$ cat src/rtl/pipeline_stall_ctrl_if.sv
// Hazard/stall bundle between the pipeline datapath (master) and the stall sequencer (slave).
interface pipeline_stall_ctrl_if #(
  parameter int CNT_W = 16
);
  logic             id_valid;
  logic [4:0]       id_rs_addr;
  logic [4:0]       id_rt_addr;
  logic             id_rs_used;
  logic             id_rt_used;
  logic             ex_valid;
  logic             ex_wb_wen;
  logic [4:0]       ex_regw_addr;
  logic             mem_valid;
  logic             mem_wb_wen;
  logic [4:0]       mem_regw_addr;
  logic             wb_valid;
  logic             wb_wen;
  logic [4:0]       wb_regw_addr;
  logic             mem_req;
  logic             dmem_ack;
  logic             mem_redirect;
  logic             pc_en;
  logic             ifid_en;
  logic             ifid_flush;
  logic             idex_en;
  logic             idex_flush;
  logic             exmem_en;
  logic             exmem_flush;
  logic             memwb_en;
  logic             memwb_flush;
  logic [1:0]       state;
  logic [CNT_W-1:0] cnt_raw;
  logic [CNT_W-1:0] cnt_mem;
  logic [CNT_W-1:0] cnt_flush;
  logic             mem_tmo_err;

  modport master (
    output id_valid, id_rs_addr, id_rt_addr, id_rs_used, id_rt_used,
           ex_valid, ex_wb_wen, ex_regw_addr, mem_valid, mem_wb_wen, mem_regw_addr,
           wb_valid, wb_wen, wb_regw_addr, mem_req, dmem_ack, mem_redirect,
    input  pc_en, ifid_en, ifid_flush, idex_en, idex_flush, exmem_en, exmem_flush,
           memwb_en, memwb_flush, state, cnt_raw, cnt_mem, cnt_flush, mem_tmo_err
  );

  modport slave (
    input  id_valid, id_rs_addr, id_rt_addr, id_rs_used, id_rt_used,
           ex_valid, ex_wb_wen, ex_regw_addr, mem_valid, mem_wb_wen, mem_regw_addr,
           wb_valid, wb_wen, wb_regw_addr, mem_req, dmem_ack, mem_redirect,
    output pc_en, ifid_en, ifid_flush, idex_en, idex_flush, exmem_en, exmem_flush,
           memwb_en, memwb_flush, state, cnt_raw, cnt_mem, cnt_flush, mem_tmo_err
  );
endinterface

$ cat src/rtl/pipeline_stall_ctrl.sv
// Stall/flush sequencer for the 5-stage interlocked pipeline: RAW stalls, data-memory
// wait with timeout release, MEM-stage redirect flushes, and saturating per-cause counters.
module pipeline_stall_ctrl #(
  parameter bit WB_BYPASS   = 1'b1,
  parameter int MEM_TIMEOUT = 16,
  parameter int CNT_W       = 16
) (
  input  logic                 clk,
  input  logic                 rst,
  pipeline_stall_ctrl_if.slave bus
);
  localparam int WAIT_W = (MEM_TIMEOUT > 2) ? $clog2(MEM_TIMEOUT) : 1;

  typedef enum logic [1:0] {
    RUN       = 2'd0,
    RAW_STALL = 2'd1,
    MEM_WAIT  = 2'd2
  } state_t;

  state_t            state_q, state_d;
  logic [WAIT_W-1:0] wait_cnt;
  logic [CNT_W-1:0]  cnt_raw_q, cnt_mem_q, cnt_flush_q;
  logic              tmo_err_q;

  logic hit_rs, hit_rt, raw, tmo, mem_pending, memwait;
  logic pc_en, ifid_en, ifid_flush, idex_en, idex_flush;
  logic exmem_en, exmem_flush, memwb_en, memwb_flush;
  logic do_raw, do_mem, do_redirect;

  function automatic logic dest_hit(input logic v, input logic w,
                                    input logic [4:0] d, input logic [4:0] r);
    return v & w & (d == r);
  endfunction

  always_comb begin
    hit_rs = dest_hit(bus.ex_valid, bus.ex_wb_wen, bus.ex_regw_addr, bus.id_rs_addr)
           | dest_hit(bus.mem_valid, bus.mem_wb_wen, bus.mem_regw_addr, bus.id_rs_addr)
           | (!WB_BYPASS & dest_hit(bus.wb_valid, bus.wb_wen, bus.wb_regw_addr, bus.id_rs_addr));
    hit_rt = dest_hit(bus.ex_valid, bus.ex_wb_wen, bus.ex_regw_addr, bus.id_rt_addr)
           | dest_hit(bus.mem_valid, bus.mem_wb_wen, bus.mem_regw_addr, bus.id_rt_addr)
           | (!WB_BYPASS & dest_hit(bus.wb_valid, bus.wb_wen, bus.wb_regw_addr, bus.id_rt_addr));
    raw = bus.id_valid & ((bus.id_rs_used & (bus.id_rs_addr != 5'd0) & hit_rs)
                        | (bus.id_rt_used & (bus.id_rt_addr != 5'd0) & hit_rt));
  end

  // At the timeout count the access is released exactly as if dmem_ack had arrived.
  assign tmo         = (wait_cnt == WAIT_W'(MEM_TIMEOUT - 1));
  assign mem_pending = bus.mem_valid & bus.mem_req & ~bus.dmem_ack;
  assign memwait     = mem_pending & ~tmo;

  always_comb begin
    state_d     = RUN;
    pc_en       = 1'b0;
    ifid_en     = 1'b0;
    ifid_flush  = 1'b0;
    idex_en     = 1'b0;
    idex_flush  = 1'b0;
    exmem_en    = 1'b0;
    exmem_flush = 1'b0;
    memwb_en    = 1'b0;
    memwb_flush = 1'b0;
    do_raw      = 1'b0;
    do_mem      = 1'b0;
    do_redirect = 1'b0;
    if (!rst) begin
      if (memwait) begin
        state_d     = MEM_WAIT;
        do_mem      = 1'b1;
        memwb_en    = 1'b1;
        memwb_flush = 1'b1;
      end else if (bus.mem_redirect) begin
        state_d     = RUN;
        do_redirect = 1'b1;
        {pc_en, ifid_en, idex_en, exmem_en, memwb_en} = '1;
        {ifid_flush, idex_flush, exmem_flush}         = '1;
      end else if (raw) begin
        state_d    = RAW_STALL;
        do_raw     = 1'b1;
        idex_en    = 1'b1;
        idex_flush = 1'b1;
        exmem_en   = 1'b1;
        memwb_en   = 1'b1;
      end else begin
        {pc_en, ifid_en, idex_en, exmem_en, memwb_en} = '1;
      end
    end
  end

  always_ff @(posedge clk) begin
    if (rst) begin
      state_q     <= RUN;
      wait_cnt    <= '0;
      cnt_raw_q   <= '0;
      cnt_mem_q   <= '0;
      cnt_flush_q <= '0;
      tmo_err_q   <= 1'b0;
    end else begin
      state_q  <= state_d;
      wait_cnt <= do_mem ? wait_cnt + 1'b1 : '0;
      if (mem_pending && tmo)
        tmo_err_q <= 1'b1;
      if (do_raw && cnt_raw_q != '1)
        cnt_raw_q <= cnt_raw_q + 1'b1;
      if (do_mem && cnt_mem_q != '1)
        cnt_mem_q <= cnt_mem_q + 1'b1;
      if (do_redirect && cnt_flush_q != '1)
        cnt_flush_q <= cnt_flush_q + 1'b1;
    end
  end

  assign bus.pc_en       = pc_en;
  assign bus.ifid_en     = ifid_en;
  assign bus.ifid_flush  = ifid_flush;
  assign bus.idex_en     = idex_en;
  assign bus.idex_flush  = idex_flush;
  assign bus.exmem_en    = exmem_en;
  assign bus.exmem_flush = exmem_flush;
  assign bus.memwb_en    = memwb_en;
  assign bus.memwb_flush = memwb_flush;
  assign bus.state       = state_q;
  assign bus.cnt_raw     = cnt_raw_q;
  assign bus.cnt_mem     = cnt_mem_q;
  assign bus.cnt_flush   = cnt_flush_q;
  assign bus.mem_tmo_err = tmo_err_q;
endmodule

$ cat src/flat_wrapper.sv
// flat-port wrapper written by rule: the top's interface ports become plain ports
module pipeline_stall_ctrl_flat 
#(
  parameter bit WB_BYPASS   = 1'b1,
  parameter int MEM_TIMEOUT = 16,
  parameter int CNT_W       = 16
)
  (clk, rst, bus_id_valid, bus_id_rs_addr, bus_id_rt_addr, bus_id_rs_used, bus_id_rt_used, bus_ex_valid, bus_ex_wb_wen, bus_ex_regw_addr, bus_mem_valid, bus_mem_wb_wen, bus_mem_regw_addr, bus_wb_valid, bus_wb_wen, bus_wb_regw_addr, bus_mem_req, bus_dmem_ack, bus_mem_redirect, bus_pc_en, bus_ifid_en, bus_ifid_flush, bus_idex_en, bus_idex_flush, bus_exmem_en, bus_exmem_flush, bus_memwb_en, bus_memwb_flush, bus_state, bus_cnt_raw, bus_cnt_mem, bus_cnt_flush, bus_mem_tmo_err);
  pipeline_stall_ctrl_if #(.CNT_W(CNT_W)) bus_i ();
  input  logic clk;
  input  logic rst;
  input wire logic [$bits(bus_i.id_valid)-1:0] bus_id_valid;
  input wire logic [$bits(bus_i.id_rs_addr)-1:0] bus_id_rs_addr;
  input wire logic [$bits(bus_i.id_rt_addr)-1:0] bus_id_rt_addr;
  input wire logic [$bits(bus_i.id_rs_used)-1:0] bus_id_rs_used;
  input wire logic [$bits(bus_i.id_rt_used)-1:0] bus_id_rt_used;
  input wire logic [$bits(bus_i.ex_valid)-1:0] bus_ex_valid;
  input wire logic [$bits(bus_i.ex_wb_wen)-1:0] bus_ex_wb_wen;
  input wire logic [$bits(bus_i.ex_regw_addr)-1:0] bus_ex_regw_addr;
  input wire logic [$bits(bus_i.mem_valid)-1:0] bus_mem_valid;
  input wire logic [$bits(bus_i.mem_wb_wen)-1:0] bus_mem_wb_wen;
  input wire logic [$bits(bus_i.mem_regw_addr)-1:0] bus_mem_regw_addr;
  input wire logic [$bits(bus_i.wb_valid)-1:0] bus_wb_valid;
  input wire logic [$bits(bus_i.wb_wen)-1:0] bus_wb_wen;
  input wire logic [$bits(bus_i.wb_regw_addr)-1:0] bus_wb_regw_addr;
  input wire logic [$bits(bus_i.mem_req)-1:0] bus_mem_req;
  input wire logic [$bits(bus_i.dmem_ack)-1:0] bus_dmem_ack;
  input wire logic [$bits(bus_i.mem_redirect)-1:0] bus_mem_redirect;
  output wire logic [$bits(bus_i.pc_en)-1:0] bus_pc_en;
  output wire logic [$bits(bus_i.ifid_en)-1:0] bus_ifid_en;
  output wire logic [$bits(bus_i.ifid_flush)-1:0] bus_ifid_flush;
  output wire logic [$bits(bus_i.idex_en)-1:0] bus_idex_en;
  output wire logic [$bits(bus_i.idex_flush)-1:0] bus_idex_flush;
  output wire logic [$bits(bus_i.exmem_en)-1:0] bus_exmem_en;
  output wire logic [$bits(bus_i.exmem_flush)-1:0] bus_exmem_flush;
  output wire logic [$bits(bus_i.memwb_en)-1:0] bus_memwb_en;
  output wire logic [$bits(bus_i.memwb_flush)-1:0] bus_memwb_flush;
  output wire logic [$bits(bus_i.state)-1:0] bus_state;
  output wire logic [$bits(bus_i.cnt_raw)-1:0] bus_cnt_raw;
  output wire logic [$bits(bus_i.cnt_mem)-1:0] bus_cnt_mem;
  output wire logic [$bits(bus_i.cnt_flush)-1:0] bus_cnt_flush;
  output wire logic [$bits(bus_i.mem_tmo_err)-1:0] bus_mem_tmo_err;
  assign bus_i.id_valid = bus_id_valid;
  assign bus_i.id_rs_addr = bus_id_rs_addr;
  assign bus_i.id_rt_addr = bus_id_rt_addr;
  assign bus_i.id_rs_used = bus_id_rs_used;
  assign bus_i.id_rt_used = bus_id_rt_used;
  assign bus_i.ex_valid = bus_ex_valid;
  assign bus_i.ex_wb_wen = bus_ex_wb_wen;
  assign bus_i.ex_regw_addr = bus_ex_regw_addr;
  assign bus_i.mem_valid = bus_mem_valid;
  assign bus_i.mem_wb_wen = bus_mem_wb_wen;
  assign bus_i.mem_regw_addr = bus_mem_regw_addr;
  assign bus_i.wb_valid = bus_wb_valid;
  assign bus_i.wb_wen = bus_wb_wen;
  assign bus_i.wb_regw_addr = bus_wb_regw_addr;
  assign bus_i.mem_req = bus_mem_req;
  assign bus_i.dmem_ack = bus_dmem_ack;
  assign bus_i.mem_redirect = bus_mem_redirect;
  assign bus_pc_en = bus_i.pc_en;
  assign bus_ifid_en = bus_i.ifid_en;
  assign bus_ifid_flush = bus_i.ifid_flush;
  assign bus_idex_en = bus_i.idex_en;
  assign bus_idex_flush = bus_i.idex_flush;
  assign bus_exmem_en = bus_i.exmem_en;
  assign bus_exmem_flush = bus_i.exmem_flush;
  assign bus_memwb_en = bus_i.memwb_en;
  assign bus_memwb_flush = bus_i.memwb_flush;
  assign bus_state = bus_i.state;
  assign bus_cnt_raw = bus_i.cnt_raw;
  assign bus_cnt_mem = bus_i.cnt_mem;
  assign bus_cnt_flush = bus_i.cnt_flush;
  assign bus_mem_tmo_err = bus_i.mem_tmo_err;
  pipeline_stall_ctrl #(.WB_BYPASS(WB_BYPASS), .MEM_TIMEOUT(MEM_TIMEOUT), .CNT_W(CNT_W)) u_core (.clk(clk), .rst(rst), .bus(bus_i));
endmodule
$ cat config.mk
export PLATFORM = sky130hd
export DESIGN_NAME = pipeline_stall_ctrl_flat
export DESIGN_NICKNAME = d
export VERILOG_FILES = /design/src/rtl/pipeline_stall_ctrl_if.sv /design/src/rtl/pipeline_stall_ctrl.sv /design/src/flat_wrapper.sv
export SDC_FILE = /design/constraint.sdc
export NUM_CORES = 1
export LEC_CHECK = 0
export ABC_AREA = 1
export CAP_MARGIN = 20
export CORE_UTILIZATION = 51
export DETAILED_ROUTE_END_ITERATION = 12
export HOLD_SLACK_MARGIN = 0.05
export PLACE_DENSITY = 0.86
export SYNTH_ARGS = -nofsm -noshare
export SYNTH_HDL_FRONTEND = slang
export SYNTH_SLANG_ARGS = --single-unit
export TNS_END_PERCENT = 5
$ cat constraint.sdc
create_clock -name clk -period 2.9 [get_ports clk]
set_clock_uncertainty 0.1 [all_clocks]
set_input_delay 0.58 -clock clk [delete_from_list [all_inputs] [get_ports clk]]
set_output_delay 0.58 -clock clk [all_outputs]
set_load 0.05 [all_outputs]
-- Yosys cells after proc, flatten, opt, wreduce, memory -nomap -nowiden
Index checks and enable logic that the tools add are counted.
- ROM bits: 0
- memories: 0
- flip-flop bits (word level): 55
- bits in latches: 0
- input port bits: 39
- memory bits (writable): 0
- multiplexer cells: 22
- magnitude comparators: 0
- multipliers: 0
- reductions and logical operators: 8
- divide/modulo/power cells: 0
- add/subtract/negate cells: 4
- equal/unequal tests: 8
- bitwise operators: 20
- shift-type cells: 0
- operators with widths (kind ; number):
    $add 16x1->16 const B ; 3
    $ne 16x16->1 const B ; 3
    $eq 5x5->1 ; 4
    $mux 1 ; 20
    $and 1x1->1 ; 14
    $reduce_bool 5->1 ; 2
    $add 4x1->4 const B ; 1
    $eq 4x4->1 const B ; 1
    $logic_and 1x1->1 ; 4
    $mux 2 ; 2
    $not 1->1 ; 3
    $or 1x1->1 ; 3
    $reduce_or 3->1 ; 1
    $reduce_or 2->1 ; 1

-- Depth between registers and ports, before layout
- word-level depth: 11
- mapped depth: 14
- depth with buffers taken out: 14

-- Worst setup path after synthesis
Ideal clock, no wire load.
- path type: input-to-output
- start point: input bus_mem_valid
- end point: output bus_pc_en
- required time: 2.220 ns
- data arrival time: 1.975 ns
- path buffers: 1
- slack: 0.245 ns
- stages on the path: 8
- cells stage by stage: nand2_1 > nor2_1 > nand2_2 > nand2_2 > inv_1 > nand2_1 > inv_1 > buf_4
- cells in the longest elaborated chain, start to end: 10
- elaborated cells on any way between the ends: 16
- those cells by class: mux (4); bitwise (12)
- ends and longest elaborated chain (what ; RTL line ; RTL):
    start, declared ; flat_wrapper.sv:20 ; input wire logic [$bits(bus_i.mem_valid)-1:0] bus_mem_valid;
    $and 1x1->1 (2 in a row) ; pipeline_stall_ctrl.sv:32 ; return v & w & (d == r);
    $or 1x1->1 (on tied branches) ; pipeline_stall_ctrl.sv:37, pipeline_stall_ctrl.sv:40 ;
    $and 1x1->1 (on tied branches) ; pipeline_stall_ctrl.sv:42, pipeline_stall_ctrl.sv:43 ;
    $or 1x1->1 ; pipeline_stall_ctrl.sv:43 ; | (bus.id_rt_used & (bus.id_rt_addr != 5'd0) & hit_rt));
    $and 1x1->1 ; pipeline_stall_ctrl.sv:42 ; raw = bus.id_valid & ((bus.id_rs_used & (bus.id_rs_addr != 5'd0) & hit_rs)
    $mux 1 (2 in a row) ; - ;
    $mux 1 * (2 in a row) ; - ;
    end, declared ; flat_wrapper.sv:29 ; output wire logic [$bits(bus_i.pc_en)-1:0] bus_pc_en;
Every way passes the cells marked *; elsewhere a longest branch is shown, timed or not.

-- Worst setup path in the final report
- start point: input bus_id_rs_addr[0]
- end point: output bus_idex_flush
- cells in the longest elaborated chain, start to end: 10
- elaborated cells on any way between the ends: 14
- those cells by class: eq/ne (2); mux (4); bitwise (7); reduce/logical (1)
- ends and longest elaborated chain (what ; RTL line ; RTL):
    start, declared ; flat_wrapper.sv:13 ; input wire logic [$bits(bus_i.id_rs_addr)-1:0] bus_id_rs_addr;
    $eq 5x5->1 ; pipeline_stall_ctrl.sv:32 ;
    $and 1x1->1 ; pipeline_stall_ctrl.sv:32 ;
    $or 1x1->1 ; pipeline_stall_ctrl.sv:37 ; | dest_hit(bus.mem_valid, bus.mem_wb_wen, bus.mem_regw_addr, bus.id_rs_addr)
    $and 1x1->1 * ; pipeline_stall_ctrl.sv:42 ;
    $or 1x1->1 * ; pipeline_stall_ctrl.sv:43 ;
    $and 1x1->1 * ; pipeline_stall_ctrl.sv:42 ;
    $mux 1 * ; pipeline_stall_ctrl.sv:76 ; end else if (raw) begin
    $mux 1 * ; pipeline_stall_ctrl.sv:71 ; end else if (bus.mem_redirect) begin
    $mux 1 * ; pipeline_stall_ctrl.sv:66 ; if (memwait) begin
    $mux 1 * ; pipeline_stall_ctrl.sv:65 ; if (!rst) begin
    end, declared ; flat_wrapper.sv:33 ; output wire logic [$bits(bus_i.idex_flush)-1:0] bus_idex_flush;
Marks and branches as above.

==> flow_summary.json <==
{
  "min_period_ns": 2.77,
  "gp_congestion": 0.908,
  "port_buffers": 91,
  "grt_max_degree": 43,
  "status": "finished clean",
  "drt_first_pass_iters": 4,
  "root_buffer": "clkbuf_8",
  "seqPwrFrac": 0.496,
  "fp-row-count": 28,
  "drc": 0,
  "peakVddDrop_uv": 256,
  "die_w_um": 81.6,
  "place_area_um2": 4290,
  "worstSetupEndpointType": "output port",
  "h-tree-depth": 2,
  "ys_top_cells_by_area": "dfxtp_1 (34%), nand2_1 (16%), nor2_1 (8.8%), inv_1 (8.1%), a21oi_1 (6.0%)",
  "tightest_slew_ns": 0.511,
  "layout-drive-gt1-share": 0.101,
  "ys_ff_latch": 55,
  "p_clk_frac": 0.357,
  "critPathTopFamily": "buffers and inverters",
  "synth-seq-area-share": 0.341,
  "synth_cells": 508,
  "cpPeakStageDelay_ns": 0.52,
  "ioPinCount": 99,
  "clk_transition_reported_paths_ns": 0.10,
  "critPathLaunchType": "input pin",
  "antenna_left": 0,
  "dieArea_um2": 6650,
  "cp.arrival_ns": 2.09,
  "clk_path_buf_depth": 2,
  "synthDistinctLibCells": 34,
  "yosys.area.top_type": "dfxtp_1",
  "tritoncts": "done",
  "ys.warnings.count": 0,
  "hold_viol_final": 0,
  "grt_pass1_vias": 3166,
  "intPower_uw": 1140,
  "syn_to_final_growth_pct": 38.1,
  "yosysTopAreaCellShare": 0.341,
  "slowest_stage": "clkdlybuf4s50_1",
  "combPwrFrac": 0.146,
  "path_class": "input pin to output port",
  "drv_cap": 0,
  "switching_share": 0.258,
  "cts_inserted_buffers": 5,
  "max_freq_mhz": 361,
  "drt_iter0_markers": 143,
  "wirelength_um": 7860,
  "hp-class": "flip-flop to flip-flop",
  "avgSynthCellArea_um2": 6.35,
  "start_util": 0.536,
  "leakage_uw": 0.00189,
  "routed_via_density": 5.09,
  "final_cell_mix": "nand2_1 (134), nor2_1 (75), clkdlybuf4s50_1 (70)",
  "die_h_um": 81.6,
  "path_cells": "clkdlybuf4s50_1 -> inv_1 -> nand2_1 -> nand2_1 -> nor2_1 -> nand3_1 -> nand2_1 -> nand2_1 -> nand2_2 -> nand2_1 -> a21oi_2 -> buf_12",
  "fp.coreArea_um2": 6030,
  "final_area_um2": 4460,
  "vias": 3451,
  "cp_max_fo": 4,
  "layout.nets": 645,
  "power_switching_uw": 396,
  "final.period_utilization": 0.956,
  "final_common_cell": "nand2_1",
  "gr-total-overflow": 0,
  "dp_cells": 669,
  "hpwlAfterDp_um": 5990,
  "instances_no_fill": 678,
  "p_per_area_nw_per_um2": 345,
  "wl_per_cell_um": 11.6,
  "drv_slew": 0,
  "synth_fp_nets": 551,
  "antenna_found_initial": 0,
  "timing.critical_path.mode_cell": "nand2_1",
  "hold_buffers": 0,
  "cp_data_required_time_ns": 2.22,
  "netlist_area_um2": 3230,
  "finalSetupViolCount": 0,
  "worst-path-buf-inv": 3,
  "track_usage": 0.248,
  "clkLatencyLatePin_ns": 0.32,
  "diodes": 0,
  "whs_ns": 0.363,
  "max_slew_margin": 0.658,
  "clock_sinks": 55,
  "grt_pass1_wl_um": 13100
}
==> layer usage <==
layer / vias to the layer above / GRT usage / wire length (um)
li1: 1801 / - / -
met1: 1536 / 0.278 / 3300
met2: 100 / 0.465 / 4070
met3: 14 / 0.0311 / 341
met4: 0 / 0.107 / 146
met5: - / 0 / 0
==> synth_stat cells, drive strengths merged <==
cell type and n:
buf 8, inv 75, nor3 9, a221oi 1, nand4 12, o21ai 28, nor4 6, clkbuf 2
nor3b 1, ha 4, a31oi 1, xor2 4, nand2 140, and3 1, dfxtp 55, xnor2 1
nor2 88, a21oi 39, clkinv 1, o21a 2, nand3 30
==> power by group through the flow <==
stage	clock (uW)	combinational [uW]	sequential (uW)
detailed placement	0	224	781
floorplan	0	108	792
finish	550	225	764
global placement	0	220	781
global route	585	245	764
CTS	562	225	764
==> path summary, 6_finish.rpt <==
kind	endpoint	startpoint	cells after the start	slack (ns)
worst min register to register	u_core.wait_cnt[0]	u_core.wait_cnt[0]	1	0.36
worst max-delay path	bus_idex_flush	bus_id_rs_addr[0]	12	0.13
worst max register to register	u_core.bus.cnt_raw[9]	u_core.wait_cnt[0]	14	0.74
worst min-delay path	u_core.wait_cnt[0]	u_core.wait_cnt[0]	1	0.36
==> through the flow <==
stage          setup WS [ns]  power [uW]   util  setup TNS, ns
6_report               0.128        1540  0.740              0
2_1_floorplan          0.245         900      -              0
4_1_cts               0.0159        1550  0.732              0
5_1_grt             -0.00527        1590  0.740       -0.00527
3_3_place_gp          0.0525        1000  0.712              0
3_5_place_dp          0.0332        1010  0.712              0
==> worst reg2reg max path, stage by stage (launching register included) <==
cell and delay, ns:
dfxtp_1 0.37, ha_1 0.18, nand2_1 0.06, clkinv_1 0.08, nand2_1 0.06, nand2_2 0.11
nand2_2 0.12, inv_1 0.11, buf_4 0.17, nand4_1 0.12, nor2_2 0.10, buf_4 0.25
nand3_1 0.10, nand2_1 0.08, nor2_1 0.04
==> cell families after synthesis <==
| kind of cell | synth area share |
|---|---|
| fa+ha+maj | 0.0155 |
| flops | 0.341 |
| simple gates | 0.406 |
| compound gates | 0.113 |
| buf+inv | 0.111 |
| xor+xnor | 0.0136 |
==> timing repair <==
item                       in CTS  in global routing
buffers inserted                0                  1
resized for setup               0                 17
setup endpoints to repair       0                  3
==> area by class of cell <==
cell class,instances,area (um^2)
Inverter,76,285
Timing Repair Buffer,97,1080
Fill cell,483,1570
Tap cell,75,93.8
Clock inverter,2,38.8
Sequential cell,55,1100
Multi-Input combinational cell,367,1780
Clock buffer,6,82.6
==> sequential cells by signal, summed over array words and instances, names as in the netlist <==
name,cells
u_core.wait_cnt,4
u_core.bus.mem_tmo_err,1
u_core.bus.state,2
u_core.bus.cnt_flush,16
u_core.bus.cnt_raw,16
u_core.bus.cnt_mem,16
Note: power is estimated with default switching activity, not from simulation.
==> RTL change (same settings) <==
`CNT_W` is set to 16 in 3 places; all go to 18.
--- a/src/rtl/pipeline_stall_ctrl_if.sv
+++ b/src/rtl/pipeline_stall_ctrl_if.sv
@@ -1,5 +1,5 @@
 // Hazard/stall bundle between the pipeline datapath (master) and the stall sequencer (slave).
 interface pipeline_stall_ctrl_if #(
-  parameter int CNT_W = 16
+  parameter int CNT_W = 18
 );
   logic             id_valid;
--- a/src/rtl/pipeline_stall_ctrl.sv
+++ b/src/rtl/pipeline_stall_ctrl.sv
@@ -4,5 +4,5 @@
   parameter bit WB_BYPASS   = 1'b1,
   parameter int MEM_TIMEOUT = 16,
-  parameter int CNT_W       = 16
+  parameter int CNT_W       = 18
 ) (
   input  logic                 clk,
--- a/src/flat_wrapper.sv
+++ b/src/flat_wrapper.sv
@@ -4,5 +4,5 @@
   parameter bit WB_BYPASS   = 1'b1,
   parameter int MEM_TIMEOUT = 16,
-  parameter int CNT_W       = 16
+  parameter int CNT_W       = 18
 )
   (clk, rst, bus_id_valid, bus_id_rs_addr, bus_id_rt_addr, bus_id_rs_used, bus_id_rt_used, bus_ex_valid, bus_ex_wb_wen, bus_ex_regw_addr, bus_mem_valid, bus_mem_wb_wen, bus_mem_regw_addr, bus_wb_valid, bus_wb_wen, bus_wb_regw_addr, bus_mem_req, bus_dmem_ack, bus_mem_redirect, bus_pc_en, bus_ifid_en, bus_ifid_flush, bus_idex_en, bus_idex_flush, bus_exmem_en, bus_exmem_flush, bus_memwb_en, bus_memwb_flush, bus_state, bus_cnt_raw, bus_cnt_mem, bus_cnt_flush, bus_mem_tmo_err);
Interface: changed (resized bus_cnt_flush, bus_cnt_mem and bus_cnt_raw); port bits go from 99 to 105. No check against the original RTL was run, so the function may have changed too.
==> RTL change against the unedited design <==
- routed wire length rose by 13%
- synthesized area rose by 9.3%
- hold slack got worse by 0.013 ns
- final area rose by 9.8%
- power rose by 11%
- sequential cell count rose by 6
- worst setup slack got worse by 0.040 ns
- largest power group unchanged
==> RTL change: results <==
metrics = {
    "placed_design": {
        "globalplace.congestion": 0.929,
        "placed_cell_area_um2": 4680,
        "placedCellCount": 727,
        "io_buffers": 97,
        "dp_hpwl_um": 6600,
    },
    "synth": {
        "synthAdderAreaFrac_pct": 1.42,
        "synth_cells": 557,
        "synth_fp_nets": 600,
        "ys_top_cells_by_area": "dfxtp_1 (35%), nand2_1 (16%), nor2_1 (8.3%), inv_1 (7.8%), a21oi_1 (6.1%)",
        "seq_area_frac_synth_pct": 34.6,
        "synth_compound_area_share_pct": 11.6,
        "synth_xor_area_share_pct": 2.48,
    },
    "outcome": {
        "outcome": "finished, final reports clean",
    },
    "clocking": {
        "clkLatencyLatePin_ns": 0.35,
        "clkTransAtPathRegs_ns": 0.06,
        "cts-buffers-inserted": 9,
    },
    "global_route": {
        "grt_pass1_wl_um": 14600,
        "grt_max_degree": 40,
    },
    "setup_path": {
        "crit_path_start": "bus_id_rt_addr[2]",
        "r2r_end": "u_core.bus.cnt_flush[9]$_SDFFE_PP0P_",
        "worstRegToRegCells": 12,
        "cp.arrival_ns": 2.13,
    },
    "timing": {
        "fin_hold_ws_ns": 0.350,
        "slew_headroom_pct": 64.2,
    },
    "route": {
        "viasPerCell": 5.24,
        "vias": 3902,
        "wl_per_cell_um": 12.0,
    },
    "pwr": {
        "ir_drop_mv": 0.232,
        "p_leak_nw": 2.09,
    },
    "cells_and_area": {
        "layout-drive-gt1-share_pct": 10.3,
        "nNetsFinal": 705,
    },
}
==> RTL change: layout make-up <==
class / count / area (um2)
Multi-Input combinational cell: 403 / 1940
Fill cell: 521 / 1600
Sequential cell: 61 / 1220
Timing Repair Buffer: 107 / 1180
Inverter: 80 / 304
Clock buffer: 11 / 131
Tap cell: 77 / 96.3
Clock inverter: 5 / 27.5
==> RTL change: how the worst max path moves through the flow <==
stage | slack [ns] | end
CTS | 0.01 | bus_pc_en
global placement | 0.07 | bus_pc_en
global route | -0.01 | bus_idex_flush
floorplan | 0.17 | bus_pc_en
detailed placement | 0.02 | bus_pc_en
finish | 0.09 | bus_pc_en
==> RTL change: cells by family (layout without fill, tap and decap cells) <==
kind of cell             Yosys count  count (layout)
adder cells (fa/ha/maj)            4               4
flip-flops                        61              61
buffers and inverters             93             203
AND/OR/NAND/NOR                  313             313
XOR/XNOR                          10              10
AO/OA/AOI/OAI                     76              76
==> RTL change: per-layer routing <==
layer | global-route usage (%) | vias to the layer above | wire length, um
li1 | - | 1980 | -
met1 | 30.5 | 1737 | 3810
met2 | 41.7 | 169 | 4310
met3 | 6.61 | 16 | 678
met4 | 9.40 | 0 | 107
met5 | 0 | - | 0
==> RTL change: power by group through the flow <==
stage               combinational (mW)  sequential (mW)  clock [mW]
floorplan                        0.110            0.876           0
global placement                 0.227            0.864           0
detailed placement               0.232            0.864           0
CTS                              0.233            0.845       0.638
global route                     0.256            0.845       0.674
finish                           0.236            0.845       0.630
==> RTL change: repair_timing <==
item,CTS,global route
gates resized for setup,0,21
buffers inserted,0,1
endpoints found under the setup margin,0,3
